<file path="src/rtl/vmem_seq.sv">
// Multi-beat vector load/store sequencer: moves one LANES-wide vector over a LANE_W memory port.
// Optional VMEM_TIMEOUT_EN adds a per-beat wait timeout with a sticky o_err flag.
module vmem_seq #(
    parameter int unsigned LANES  = 4,
    parameter int unsigned LANE_W = 32,
    parameter int unsigned ADDR_W = 32
) (
    input  logic                      i_clk,
    input  logic                      i_rst,
    input  logic                      i_start,
    input  logic                      i_is_store,
    input  logic [ADDR_W-1:0]         i_base_addr,
    input  logic [LANES*LANE_W-1:0]   i_vdata_in,
    output logic                      o_mem_req,
    output logic                      o_mem_we,
    output logic [ADDR_W-1:0]         o_mem_addr,
    output logic [LANE_W-1:0]         o_mem_wdata,
    input  logic                      i_mem_ack,
    input  logic [LANE_W-1:0]         i_mem_rdata,
    output logic                      o_stall,
    output logic [LANES*LANE_W-1:0]   o_vdata_out,
    output logic                      o_vreg_we,
    output logic                      o_done,
    output logic                      o_err
);

    localparam int unsigned KW = $clog2(LANES);

    typedef enum logic [1:0] {StIdle, StBeat, StFin} state_e;

    state_e                    r_state;
    state_e                    w_state_d;
    logic [KW-1:0]             r_k;
    logic                      r_is_store;
    logic [ADDR_W-1:0]         r_base;
    logic [LANES*LANE_W-1:0]   r_vdata;
    logic [LANES*LANE_W-1:0]   r_vout;
    logic                      w_last;
    logic                      w_timeout;
    logic                      w_timed_out;

    assign w_last = (r_k == KW'(LANES - 1));

`ifdef VMEM_TIMEOUT_EN
    logic [15:0] r_wait;
    logic        r_err;
    logic        r_to;

    // Fires on the 65535th consecutive BEAT cycle without an ack.
    assign w_timeout   = (r_state == StBeat) && !i_mem_ack && (r_wait == 16'hFFFE);
    assign w_timed_out = r_to;
    assign o_err       = r_err;

    always_ff @(posedge i_clk) begin
        if (!i_rst) begin
            r_wait <= '0;
            r_err  <= 1'b0;
            r_to   <= 1'b0;
        end else if (r_state == StIdle) begin
            r_wait <= '0;
            if (i_start) begin
                r_to <= 1'b0;
            end
        end else if (r_state == StBeat) begin
            r_wait <= i_mem_ack ? 16'h0000 : r_wait + 16'h0001;
            if (w_timeout) begin
                r_err <= 1'b1;
                r_to  <= 1'b1;
            end
        end
    end
`else
    assign w_timeout   = 1'b0;
    assign w_timed_out = 1'b0;
    assign o_err       = 1'b0;
`endif

    always_ff @(posedge i_clk) begin
        if (!i_rst) begin
            r_state    <= StIdle;
            r_k        <= '0;
            r_is_store <= 1'b0;
            r_base     <= '0;
            r_vdata    <= '0;
            r_vout     <= '0;
        end else begin
            r_state <= w_state_d;
            if (r_state == StIdle && i_start) begin
                r_is_store <= i_is_store;
                r_base     <= i_base_addr;
                r_vdata    <= i_vdata_in;
                r_k        <= '0;
            end else if (r_state == StBeat && i_mem_ack) begin
                if (!r_is_store) begin
                    r_vout[int'(r_k)*LANE_W +: LANE_W] <= i_mem_rdata;
                end
                if (!w_last) begin
                    r_k <= r_k + KW'(1);
                end
            end
        end
    end

    always_comb begin
        w_state_d = r_state;
        o_mem_req = 1'b0;
        o_mem_we  = 1'b0;
        o_stall   = 1'b0;
        o_done    = 1'b0;
        o_vreg_we = 1'b0;
        unique case (r_state)
            StIdle: begin
                if (i_start) begin
                    o_stall   = 1'b1;
                    w_state_d = StBeat;
                end
            end
            StBeat: begin
                o_mem_req = 1'b1;
                o_mem_we  = r_is_store;
                o_stall   = 1'b1;
                if ((i_mem_ack && w_last) || w_timeout) begin
                    w_state_d = StFin;
                end
            end
            StFin: begin
                o_done    = 1'b1;
                o_stall   = 1'b1;
                o_vreg_we = !r_is_store && !w_timed_out;
                w_state_d = StIdle;
            end
            default: w_state_d = StIdle;
        endcase
    end

    // Address and data are driven only while a beat is requested so idle outputs read 0.
    assign o_mem_addr  = o_mem_req ? r_base + (ADDR_W'(r_k) << 2) : '0;
    assign o_mem_wdata = o_mem_req ? r_vdata[int'(r_k)*LANE_W +: LANE_W] : '0;
    assign o_vdata_out = r_vout;

endmodule

</file>
<file path="config.mk">
export PLATFORM = sky130hd
export DESIGN_NAME = vmem_seq
export DESIGN_NICKNAME = d
export VERILOG_FILES = /design/src/rtl/vmem_seq.sv
export SDC_FILE = /design/constraint.sdc
export NUM_CORES = 1
export LEC_CHECK = 0
export CORE_ASPECT_RATIO = 1.5
export CORE_MARGIN = 1.5
export CORE_UTILIZATION = 24
export DETAILED_ROUTE_END_ITERATION = 8
export PLACE_DENSITY = 0.56
export SLEW_MARGIN = 20
export SYNTH_ARGS = -nofsm -noshare
export SYNTH_HDL_FRONTEND = slang
export SYNTH_SLANG_ARGS = --single-unit
</file>
<file path="constraint.sdc">
create_clock -name i_clk -period 4 [get_ports i_clk]
set_input_delay 1 -clock i_clk [delete_from_list [all_inputs] [get_ports i_clk]]
set_output_delay 1 -clock i_clk [all_outputs]
set_load 0.02 [all_outputs]
</file>
# Yosys cells after proc, flatten, opt, wreduce, memory -nomap -nowiden
# Cells that the tools add are included.
# op_classes
add_sub_neg,3
n_eq_ne,5
shifts,3
mux,12
bitwise,4
n_reduce_logical,10
# op_table
operator,n
bitwise mux 128 bit,1
variable shift 32 x 34 -> 128 bit (first input constant),1
variable part select 128 x 8 -> 32 bit,1
variable part select 32 x 34 -> 128 bit,1
2-to-1 mux 32 bit,2
negation 7 -> 34 bit,1
adder 32 x 4 -> 32 bit,1
2-to-1 mux 1 bit,5
equality test 2 bit (second input constant),2
2-to-1 mux 2 bit,2
NOT 1 bit,4
one-hot mux 2 bit (2 select lines),1
AND reduction 2 bit,2
OR reduction 2 bit,2
logical AND 1 bit,3
AND reduction 3 bit,1
adder 2 x 1 -> 2 bit (second input constant),1
equality test 2 x 1 -> 1 bit (second input constant),1
zero test 2 bit,1
!= test 2 x 1 -> 1 bit (second input constant),1
!= test 2 bit (second input constant),1
one-hot mux 1 bit (2 select lines),1
zero test 1 bit,1
# totals
register_bits,293
in_bits,197

# Longest topological paths before layout
# depth
word_depth,4
depth_mapped,9

# Least setup slack after synthesis
# OpenSTA, ideal clock, no wires.
# synth_timing
path_kind,reg2out
startpoint,reg r_k[0]
endpoint,out o_mem_addr[28]
t_arrival_ns,2.397
t_required_ns,3.000
slack_ns,0.603
path_stages_with_launch,8
cell_sequence,dfxtp_1 ha_1 fa_1 nand4_1 or3_1 clkbuf_1 or4_1 a21oi_1
# synth_via
elab_chain_len,2
# synth_lines
element,line_no,text
start: declaration,33,logic [KW-1:0] r_k;
start signal: assignment,98,r_k <= r_k + KW'(1);
adder 32 x 4 -> 32 bit,137,assign o_mem_addr = o_mem_req ? r_base + (ADDR_W'(r_k) << 2) : '0;
2-to-1 mux 32 bit,137,
end: declaration,16,"output logic [ADDR_W-1:0] o_mem_addr,"
# No other way between the ends.

# Final worst setup path
# layout_timing
startpoint,reg r_base[2]
endpoint,out o_mem_addr[26]
# layout_via
elab_chain_len,2
# layout_lines
element,line_no,text
start: declaration,35,logic [ADDR_W-1:0] r_base;
start signal: assignment,90,r_base <= i_base_addr;
adder 32 x 4 -> 32 bit,137,
2-to-1 mux 32 bit,137,
# No other way between the ends.

==> flow_summary.yaml <==
outcome:
  outcome: "finished clean"
placed_design:
  port_buffers: 393
  post-dp-hpwl_microns: 31800
  placed_area_sq_mm: 0.0175
  gp_congestion: 0.840
  place_ws_ns: 0.169
synthesis:
  synth-edff-count: 0
  synth_cell_types: 41
  ys_seq_elements: 293
  synth_ff_type: "dfxtp_1"
  syn_area_per_cell_sq_um: 8.47
  ys_seq_area_frac: 0.454
  synth_nets: 1737
  synth.cell_area_sq_mm: 0.0129
  netlist.area_leader.share: 0.454
  yosysTopAreaCell: "dfxtp_1"
  postSynthCellCount: 1526
  synthTopCellsByArea: "dfxtp_1, a21boi_0, nand2_1"
  ys_async_sr_fraction: 0
  yosys_warnings: 0
final_layout:
  layout_common_cells: "nand2_1, clkdlybuf4s50_1, dfxtp_1"
  utilization: 0.352
  mostFrequentLayoutCell: "nand2_1"
  fin_area_sq_mm: 0.0188
  drive_above_1_share: 0.0826
  areaGrowthSynthToFinish_pct: 45.6
  final_nets: 2080
worst_setup_path:
  critPathArrivalTime_ns: 2.90
  critPathLaunchType: "register"
  worstSetupEndpointType: "output pin"
  cp.required_ns: 3.00
  worstPathMaxFanout: 11
  crit_type: "reg2out"
timing:
  worst_slew_pin_slew_ns: 1.02
  fin_crit_sh: 0.974
  finalSetupViolCount: 0
  maxSlewViolCount: 0
  hold_violations: 0
  setup_slack_ns: 0.105
  worst_hold_slack_ns: 0.456
  worst_clock_skew_ns: 0.0188
  fin_crit_ns: 3.90
  max_freq_ghz: 0.257
  relSlewSlack: 0.322
power:
  p_switching_uw: 1900
  switching_share: 0.253
  pwr-share-seq: 0.421
  ir_worst_vdd_mv: 0.316
  power_density_mw_per_mm2: 399
  leakage_uw: 0.00649
  cellInternalPower_uw: 5600
  clockPowerShare: 0.442
  p_comb_frac: 0.137
grt:
  antenna_found_initial: 8
  grt_max_degree: 157
  grt_remaining_overflow: 0
  grt_pass1_vias: 11900
  grt_pass1_wl_microns: 69100
  grt_util_all_layers: 0.162
detailed_routing:
  drc: 0
  drt_iter0_markers: 394
  via_per_inst: 4.61
  routedWlPerCell_microns: 17.9
  firstDrtPassIters: 5
  drt_wl_total_microns: 46300
  via_count: 11900
  ant_nets: 0
floorplan:
  start_util: 0.242
  ioPinCount: 395
  core_area_sq_mm: 0.0535
  num_rows: 104
  die-area_sq_mm: 0.0553
  dieHeight_microns: 287
  die_x_microns: 192
clocking:
  hold_buffers: 0
  clock_latency_ns: 0.53
  cts_tree: "yes"
  cts.sink_count: 293
  clock_path_buffers: 3
  root_buffer: "clkbuf_16"
  ctsHtreeMaxLevel: 2
  cts_inserted_buffers: 34
  path_clk_slew_ns: 0.06
hold_path:
  holdCritPathClass: "reg2reg"
flow_run:
  maxCapViolCount: 0
==> power by group through the flow <==
stage                     sequential (uW)  combinational (uW)  clock [uW]
after floorplan                      3210                 538           0
after global placement               3210                1040           0
after detailed placement             3220                1050           0
after CTS                            3150                1050        3420
after global routing                 3170                1130        3520
final                                3160                1030        3310
==> cells by family (layout without fill, tap and decap cells) <==
family	count (synthesis)	count (layout)	share of synthesized area
mux	34	34	0.0573
flops	293	293	0.454
fa+ha+maj	14	14	0.0141
buf+inv	140	503	0.0431
simple gates	707	707	0.239
compound gates	323	323	0.183
other cells	1	7	0.000290
xor+xnor	14	14	0.00949
==> path summary, 6_finish.rpt <==
path	startpoint	end	slack [ns]	depth (start not counted)
max	r_base[2]$_SDFFE_PN0P_	o_mem_addr[26]	0.10	7
min	r_base[0]$_SDFFE_PN0P_	r_base[0]$_SDFFE_PN0P_	0.46	2
max reg2reg	r_k[0]$_SDFFE_PP0P_	o_vdata_out[8]$_SDFFE_PN0P_	1.40	7
min reg2reg	r_base[0]$_SDFFE_PN0P_	r_base[0]$_SDFFE_PN0P_	0.46	2
==> layer usage <==
layer	wire length, microns	global-route usage	up-vias
met3	2640	0.0347	90
met1	18400	0.180	5647
met2	23400	0.292	361
met4	1830	0.0738	4
li1	-	-	5813
met5	25	0	-
==> sequential cells by signal, summed over array words and instances, names as in the netlist <==
name	cells
r_is_store	1
r_k	2
r_vdata	128
r_state	2
r_base	32
o_vdata_out	128
==> final cells by class <==
type,instances,area (sq um)
clock buffers,48,1000
well taps,689,862
repair buffers,435,4280
diodes,6,15.0
fillers,5541,34700
multi-input cells,1093,6570
inverters,12,45.0
clock inverters,8,169
flip-flops and latches,293,5870
==> repair_timing <==
| item | in CTS | in global routing |
|---|---|---|
| hold endpoints to repair | 0 | 0 |
| setup endpoints to repair | 23 | 11 |
| pin swaps | 1 | 2 |
| resized for setup | 23 | 16 |
| cloned | 0 | 0 |
| setup buffers | 6 | 1 |
==> metrics by stage <==
step | setup TNS (ns) | cells | power (uW)
final | 0 | 2584 | 7500
after global routing | -0.0415 | 2584 | 7830
after CTS | 0 | 2577 | 7630
after detailed placement | 0 | 2515 | 4270
after global placement | 0 | 2515 | 4250
after floorplan | 0 | 1526 | 3750
==> critical path: stages (launching register included) <==
cell	delay [ns]
dfxtp_1	0.34
ha_2	0.21
fa_2	0.24
nand4_1	0.15
or3_4	0.42
or4_1	0.56
a21oi_2	0.19
clkdlybuf4s15_2	0.28
==> Yosys cell counts, types with 3 or more instances <==
| cell | count |
|---|---|
| a21boi_0 | 289 |
| dfxtp_1 | 293 |
| and2_1 | 39 |
| and3_1 | 5 |
| ha_1 | 13 |
| xnor2_1 | 11 |
| buf_1 | 5 |
| nor2_1 | 17 |
| nand3_1 | 138 |
| nand2_1 | 465 |
| inv_1 | 11 |
| or3_2 | 4 |
| a21oi_1 | 17 |
| mux4_2 | 32 |
| o31ai_1 | 5 |
| nor3_1 | 4 |
| o21ai_0 | 10 |
| nor4_1 | 5 |
| or4_1 | 6 |
| xor2_1 | 3 |
| nand4_1 | 4 |
| or3_1 | 5 |
| buf_2 | 6 |
| nor3b_1 | 3 |
| nor2b_1 | 4 |
| clkbuf_1 | 114 |
(Power assumes the default switching activity.)
